### src/rtl/post_spike_aer_encoder.sv
// rtl/post_spike_aer_encoder.sv - serializes post-neuron spike vectors into AER events through a FWFT FIFO
// Optional time-step marker events: define AER_TSTEP_MARKER_EN.
module post_spike_aer_encoder #(
   parameter int POST_NEUR_PARALLEL        = 4,
   parameter int POST_NEUR_WORD_ADDR_WIDTH = 8,
   parameter int POST_NEUR_BYTE_ADDR_WIDTH = 2,
   parameter int AER_WIDTH                 = 12,
   parameter int FIFO_DEPTH                = 16
) (
   input  logic                                 clk,
   input  logic                                 rst_n,
   input  logic                                 spk_valid,
   output logic                                 spk_ready,
   input  logic [POST_NEUR_PARALLEL-1:0]        spk_vec,
   input  logic [POST_NEUR_WORD_ADDR_WIDTH-1:0] spk_word_addr,
   input  logic                                 tstep_event,
   input  logic                                 cnt_clr,
   output logic                                 aer_valid,
   input  logic                                 aer_ready,
   output logic [AER_WIDTH-1:0]                 aer_addr,
   output logic [$clog2(FIFO_DEPTH):0]          fifo_level,
   output logic [15:0]                          spike_total
);

   localparam int PW = $clog2(FIFO_DEPTH);
   localparam int LW = PW + 1;
   localparam int EW = POST_NEUR_WORD_ADDR_WIDTH + POST_NEUR_BYTE_ADDR_WIDTH;

   typedef enum logic {IDLE, SHIFT} state_t;

   state_t                                 state_q, state_d;
   logic [POST_NEUR_PARALLEL-1:0]          vec_q, vec_d, lane_mask;
   logic [POST_NEUR_WORD_ADDR_WIDTH-1:0]   addr_q, addr_d;
   logic [POST_NEUR_BYTE_ADDR_WIDTH-1:0]   lane;
   logic [AER_WIDTH-1:0]                   spike_addr, push_data;
   logic [AER_WIDTH-1:0]                   mem [FIFO_DEPTH];
   logic [PW-1:0]                          wr_ptr, rd_ptr;
   logic [LW-1:0]                          count;
   logic [15:0]                            spike_cnt;
   logic                                   full, empty, push, pop;
   logic                                   spike_push, marker_push, marker_pend;

   assign full  = (count == LW'(FIFO_DEPTH));
   assign empty = (count == '0);
   assign pop   = !empty && aer_ready;

   // Isolate the lowest set lane; the loop runs downward so the lowest index wins.
   assign lane_mask = vec_q & (~vec_q + 1'b1);
   always_comb begin
      lane = '0;
      for (int i = POST_NEUR_PARALLEL - 1; i >= 0; i--) begin
         if (vec_q[i]) lane = POST_NEUR_BYTE_ADDR_WIDTH'(i);
      end
   end

   always_comb begin
      spike_addr         = '0;
      spike_addr[EW-1:0] = {addr_q, lane};
   end

`ifdef AER_TSTEP_MARKER_EN
   // A marker waits for the serializer to go idle, then takes priority over new captures.
   assign marker_push = (state_q == IDLE) && marker_pend && !full;

   always_ff @(posedge clk or negedge rst_n) begin
      if (!rst_n)
         marker_pend <= 1'b0;
      else if (marker_push)
         marker_pend <= 1'b0;
      else if (tstep_event)
         marker_pend <= 1'b1;
   end
`else
   logic unused_tstep;
   assign unused_tstep = tstep_event;
   assign marker_pend  = 1'b0;
   assign marker_push  = 1'b0;
`endif

   always_ff @(posedge clk or negedge rst_n) begin
      if (!rst_n) begin
         state_q <= IDLE;
         vec_q   <= '0;
         addr_q  <= '0;
      end else begin
         state_q <= state_d;
         vec_q   <= vec_d;
         addr_q  <= addr_d;
      end
   end

   always_comb begin
      state_d    = state_q;
      vec_d      = vec_q;
      addr_d     = addr_q;
      spike_push = 1'b0;
      spk_ready  = rst_n && (state_q == IDLE) && !marker_pend;
      case (state_q)
         IDLE: begin
            if (spk_valid && spk_ready) begin
               vec_d  = spk_vec;
               addr_d = spk_word_addr;
               if (spk_vec != '0) state_d = SHIFT;
            end
         end
         SHIFT: begin
            if (!full) begin
               spike_push = 1'b1;
               vec_d      = vec_q & ~lane_mask;
               if (vec_d == '0) state_d = IDLE;
            end
         end
         default: state_d = IDLE;
      endcase
   end

   assign push      = spike_push || marker_push;
   assign push_data = marker_push ? '1 : spike_addr;

   // Fullness is judged on the registered count, so a same-cycle pop never frees a slot early.
   always_ff @(posedge clk or negedge rst_n) begin
      if (!rst_n) begin
         wr_ptr <= '0;
         rd_ptr <= '0;
         count  <= '0;
      end else begin
         if (push) wr_ptr <= wr_ptr + 1'b1;
         if (pop)  rd_ptr <= rd_ptr + 1'b1;
         count <= count + LW'(push) - LW'(pop);
      end
   end

   always_ff @(posedge clk) begin
      if (push) mem[wr_ptr] <= push_data;
   end

   always_ff @(posedge clk or negedge rst_n) begin
      if (!rst_n)
         spike_cnt <= '0;
      else if (cnt_clr)
         spike_cnt <= '0;
      else if (spike_push && spike_cnt != 16'hFFFF)
         spike_cnt <= spike_cnt + 16'd1;
   end

   assign aer_valid   = !empty;
   assign aer_addr    = empty ? '0 : mem[rd_ptr];
   assign fifo_level  = count;
   assign spike_total = spike_cnt;

endmodule

### config.mk
export PLATFORM = sky130hd
export DESIGN_NAME = post_spike_aer_encoder
export DESIGN_NICKNAME = d
export VERILOG_FILES = /design/src/rtl/post_spike_aer_encoder.sv
export SDC_FILE = /design/constraint.sdc
export NUM_CORES = 1
export LEC_CHECK = 0
export CAP_MARGIN = 0
export CORE_MARGIN = 2
export CORE_UTILIZATION = 65
export CTS_BUF_LIST = sky130_fd_sc_hd__clkbuf_4
export CTS_CLUSTER_DIAMETER = 30
export DETAILED_ROUTE_END_ITERATION = 10
export GPL_ROUTABILITY_DRIVEN = 1
export GPL_TIMING_DRIVEN = 1
export MAX_ROUTING_LAYER = met4
export PLACE_DENSITY_LB_ADDON = 0.15
export SYNTH_ARGS = -nofsm -noshare
export SYNTH_HDL_FRONTEND = slang
export SYNTH_SLANG_ARGS = --single-unit
### constraint.sdc
create_clock -name clk -period 8.03 [get_ports clk]
set_input_delay 0.803 -clock clk [delete_from_list [all_inputs] [get_ports clk]]
set_output_delay 0.803 -clock clk [all_outputs]
set_load 0.005 [all_outputs]
Yosys cells after proc, flatten, opt, wreduce, memory -nomap -nowiden. Memories as Yosys holds them, arrays and structs flattened. Cells that the tools add are included.

Reduce and logical (&&, ||, !) cells: 11. Bitwise logic cells: 5. Add/subtract/negate cells: 6. Eq/ne operators: 4. Muxes and demuxes: 19.

Operators by type and width (count): 16-bit two-way mux (2); 16-bit by 1-bit adder with 16-bit output (second input constant) (1); 16-bit inequality test (second input constant) (1); 4-bit by 1-bit adder with 4-bit output (second input constant) (3); 12-bit two-way mux (1); 4-bit AND (2); 1-bit two-way mux (8); 2-bit two-way mux (4); 4-bit two-way mux (2); 4-bit inverter (2); 4-bit case mux with 2 select lines (1); 5-bit by 1-bit adder with 5-bit output (1); 5-bit equality test (second input constant) (1); 5-bit logical NOT (1); 5-bit by 1-bit subtractor with 5-bit output (1); 1-bit logical AND (4); 4-bit logical NOT (1); 2-bit AND reduction (2); 4-bit nonzero test (1); 2-bit by 1-bit inequality test with 1-bit output (second input constant) (1); 2-bit inequality test (second input constant) (1); 1-bit case mux with 2 select lines (1); 2-bit nonzero test (1); 1-bit logical NOT (1); 1-bit inverter (1).

Bits in writable memories: 160. Word-level logic and storage cells: 53. Memories: 1. Input bits: 18. Flip-flop bits (word level): 42. Output and inout port bits: 35.

Memories: mem (words 16, bits a word 10, rd ports 1, clocked after Yosys merged registers in 0, write ports 1, RTL line 36) `logic [AER_WIDTH-1:0] mem [FIFO_DEPTH];`.

Logic depth before layout (Yosys ltp).
Depth after elaboration: 9. Gate-level depth with buffers: 13. Gate-level depth less buffers: 13.

Least setup slack after synthesis. OpenSTA, ideal clock, no wires.

Path kind: register to register. Start point: register count[3], in the netlist fifo_level[3]. End point: register count[4], in the netlist fifo_level[4]. Stages on the path, launching flop included: 14. Data arrival time: 2.638 ns. Required time: 7.907 ns. Slack: 5.269 ns. Setup time: 0.123 ns. Period minus slack after synthesis: 2.761 ns. Path buffers: 1. Cells stage by stage: dfrtp_1 inv_1 ha_1 or4b_4 and2_1 buf_2 ha_1 inv_1 ha_1 fa_1 a21oi_1 nor2_1 nor2_1 xnor2_1.

Elaborated cells between the ends (all ways): 8. Classes of those cells: 2 x add/sub; 1 x eq/ne; 2 x mux; 3 x reduce/logical.

RTL lines: from (decl) (RTL line 38) `logic [LW-1:0] count;`; from (signal assigned) (RTL line 129) `count <= count + LW'(push) - LW'(pop);`; 5-bit logical NOT (RTL line 44) `assign empty = (count == '0);`; 1-bit logical NOT; named net aer_valid (RTL line 18) `output logic aer_valid,`; 1-bit logical AND (RTL line 45) `assign pop = !empty && aer_ready;`; named net pop (RTL line 40) `logic full, empty, push, pop;`; 5-bit by 1-bit subtractor with 5-bit output (RTL line 129).

The timed path passes the listed nets, and every way through them passes these cells. A chain may end at the register's enable or synchronous reset.

Final worst setup path.
Start point: register rd_ptr[0]. End point: output port aer_addr[0].

Word-level cells in the longest chain between the ends: 2.

Ends and longest elaborated chain: from (decl) (RTL line 37) `logic [PW-1:0] wr_ptr, rd_ptr;`; from (signal assigned) (RTL line 128) `if (pop) rd_ptr <= rd_ptr + 1'b1;`; memory 16 x 10 bit; 12-bit two-way mux (RTL line 147) `assign aer_addr = empty ? '0 : mem[rd_ptr];`; to (decl) (RTL line 20) `output logic [AER_WIDTH-1:0] aer_addr,`.

Every way passes these cells.

==> reports/qor.yml <==
status:
  status: "complete, no violations"
yosys:
  synth_top_area_cell: "edfxtp_1"
  synthSimpleGateAreaFrac_pct: 7.415
  ys_async_sr_fraction_pct: 20.79
  synthTopCellsByArea: "edfxtp_1 57%, dfrtp_1 12%, mux4_2 11%"
  synthesis.area_sq_mm: 0.008437
  yosys_register_bits: 202
  yosys_warnings: 0
  synth_ff_type: "edfxtp_1"
  synth_compound_gate_area_share_pct: 3.782
  synth_adder_area_share_pct: 2.136
  ys_seq_area_share_pct: 69.41
  yosys.area.top_type_share_pct: 56.95
  synth_top_family_by_area: "multiplexers"
  synth.area.mux_share_pct: 14.15
  synthXorXnorAreaFrac_pct: 1.038
  avgSynthCellArea_sq_um: 16.87
  synthCells: 500
  synth_edf_count: 160
  synth.distinct_cells: 49
critical_path:
  cp.arrival_ns: 3.38
  cp-end-kind: "output port"
  cp_max_fo: 31
  startpoint_type: "flop"
  crit_type: "reg -> out"
  required_ns: 7.23
  rrSetupSlack_ns: 5.03
timing:
  rsz0062_at_grt: "no"
  fin_tns_setup_ns: 0
  fin_crit_sh_pct: 52.12
  timing.hold.ws_ns: 0.2559
  setup_viol: 0
  final.setup_skew_ns: 0.03357
  finalHoldViolCount: 0
  timing.final.max_slew_violations: 0
  slew-limit-headroom_pct: 19.03
  fmaxAchievable_mhz: 238.9
  tightest_slew_ns: 1.210
  period_needed_ns: 4.185
power_and_ir_drop:
  p_int_mw: 2.244
  power_density_mw_per_mm2: 329.1
  vdd_drop_max_mv: 0.2255
  power.share.clock_pct: 26.8
  p_total_mw: 3.206
  swShare_pct: 30.02
  switchingPower_mw: 0.9624
  p_leak_nw: 3.524
  power_frac_seq_pct: 44.6
  p_comb_share_pct: 28.6
clock_network:
  worstSkewPairLatency_ns: 0.64
  holdBufCountCts: 0
  postCtsSetupRepairBufs: 0
  cts_buffers: 49
  postCtsResizedCells: 0
  clkTransAtPathRegs_ns: 0.07
  clock_path_buffers: 3
  ctsRootBufferMaster: "clkbuf_4"
  clock_sinks: 202
  ctsHtreeMaxLevel: 2
  cts_tree: "yes"
placed_design:
  placedCellCount: 703
  hpwl_um: 10040
  port_buffers: 49
  gp_congestion: 0.8471
  placed_cell_area_sq_mm: 0.009080
flow_run:
  cap_violations: 0
finish:
  layout_commonest_cell: "edfxtp_1"
  num_antenna_cells: 0
  finish.net_count: 613
  mostFrequentLayoutCells: "160 x edfxtp_1, 77 x clkbuf_4, 48 x clkdlybuf4s50_1"
  fin_cells: 794
  final_layout_size_suffix_gt1_share_pct: 23.79
  fin_area_sq_mm: 0.009742
  syn2layout_area_growth_pct: 15.47
detailed_routing:
  drt-initial-drc-count: 480
  ant_nets: 0
  wl_um: 15940
  vias: 4826
  drt_first_pass_iters: 4
  vias_per_cell: 6.078
  drc: 0
  wl_per_cell_um: 20.07
global_routing:
  grt_pass1_vias: 4913
  grt_max_degree: 44
  grt_pass1_wl_um: 25470
  overflow: 0
  grt_usage_pct: 24.84
  antenna_found_initial: 0
die:
  num_io_pins: 53
  die_y_um: 117.9
  fp.dieArea_sq_mm: 0.01391
  fp.coreArea_sq_mm: 0.01267
  initial_utilization_pct: 66.58
  die_w_um: 117.9
  rows: 41
worst_hold_path:
  hold_class: "in -> async"
## area by class of cell
class | instances | area, sq um
Sequential cell | 202 | 5857
Fill cell | 789 | 2929
Multi-Input combinational cell | 260 | 2414
Clock buffer | 77 | 578.1
Timing Repair Buffer | 58 | 553.0
Tap cell | 172 | 215.2
Clock inverter | 14 | 83.83
Inverter | 11 | 41.29
## registers in the layout (all words and copies together), names as in the netlist
| signal | count |
|---|---|
| addr_q | 8 |
| fifo_level | 5 |
| mem | 160 |
| rd_ptr | 4 |
| spike_total | 16 |
| state_q | 1 |
| vec_q | 4 |
| wr_ptr | 4 |
## cells in the mapped netlist, types with 2 or more instances
library cell  instances
buf_1                 4
ha_1                 12
inv_1                11
mux4_2               40
a211oi_1              2
nor2_1               24
clkbuf_1             13
nor4_1                2
and2_1                3
a22o_1                3
or4_1                 7
buf_2                 8
xnor2_1               7
a21oi_1              14
nand3_1               4
o21ai_0               8
o31ai_1               7
nand2b_1              5
nor2b_1               7
mux2_2                6
nand2_1              43
o22ai_1              10
nand4_1               4
buf_4                 2
mux2i_1              21
dfrtp_1              42
xor2_1                3
and3_1                2
edfxtp_1            160
nor3_1                7
## through the flow
step,worst slack [ns],util (%)
floorplan,5.269,-
global placement,4.455,71.66
detailed placement,4.437,71.66
CTS,3.739,76.88
global route,3.596,76.88
finish,3.845,76.88
## per-layer routing
metal | GRT usage [%] | share of wire [%]
met5 | - | 0
met4 | 7.455 | 1.1
met3 | 5.669 | 6.8
met2 | 39.83 | 51
met1 | 32.44 | 41
## path summary, 6_finish.rpt
path | from | endpoint | depth (start not counted)
setup / recovery | rd_ptr[0] | aer_addr[0] | 5
hold / removal | rst_n | spike_total[13] | 2
setup reg to reg | fifo_level[3] | fifo_level[4] | 13
hold reg to reg | fifo_level[0] | fifo_level[0] | 1
max in group asynchronous | rst_n | rd_ptr[0] | 2
min in group clk | fifo_level[0] | fifo_level[0] | 1
## worst max-delay path, cell delays in order, from the launching register on
cell and delay, ns:
dfrtp_2 0.65, buf_4 0.59, mux4_2 0.60, mux2i_1 0.27, o22ai_1 0.13, clkdlybuf4s50_1 0.48
## cell families after synthesis
logic type	Yosys count
fa+ha+maj	14
other cells	1
mux	68
xor+xnor	10
simple gates	118
buf+inv	39
flops	202
compound gates	48
## power groups by stage
stage | logic (mW) | clock network [mW] | registers, mW
2_1_floorplan | 0.646 | 0 | 1.38
4_1_cts | 0.930 | 0.873 | 1.43
3_5_place_dp | 0.926 | 0 | 1.45
6_report | 0.916 | 0.861 | 1.43
5_1_grt | 0.998 | 0.930 | 1.45
3_3_place_gp | 0.896 | 0 | 1.44
(Power assumes the default switching activity.)
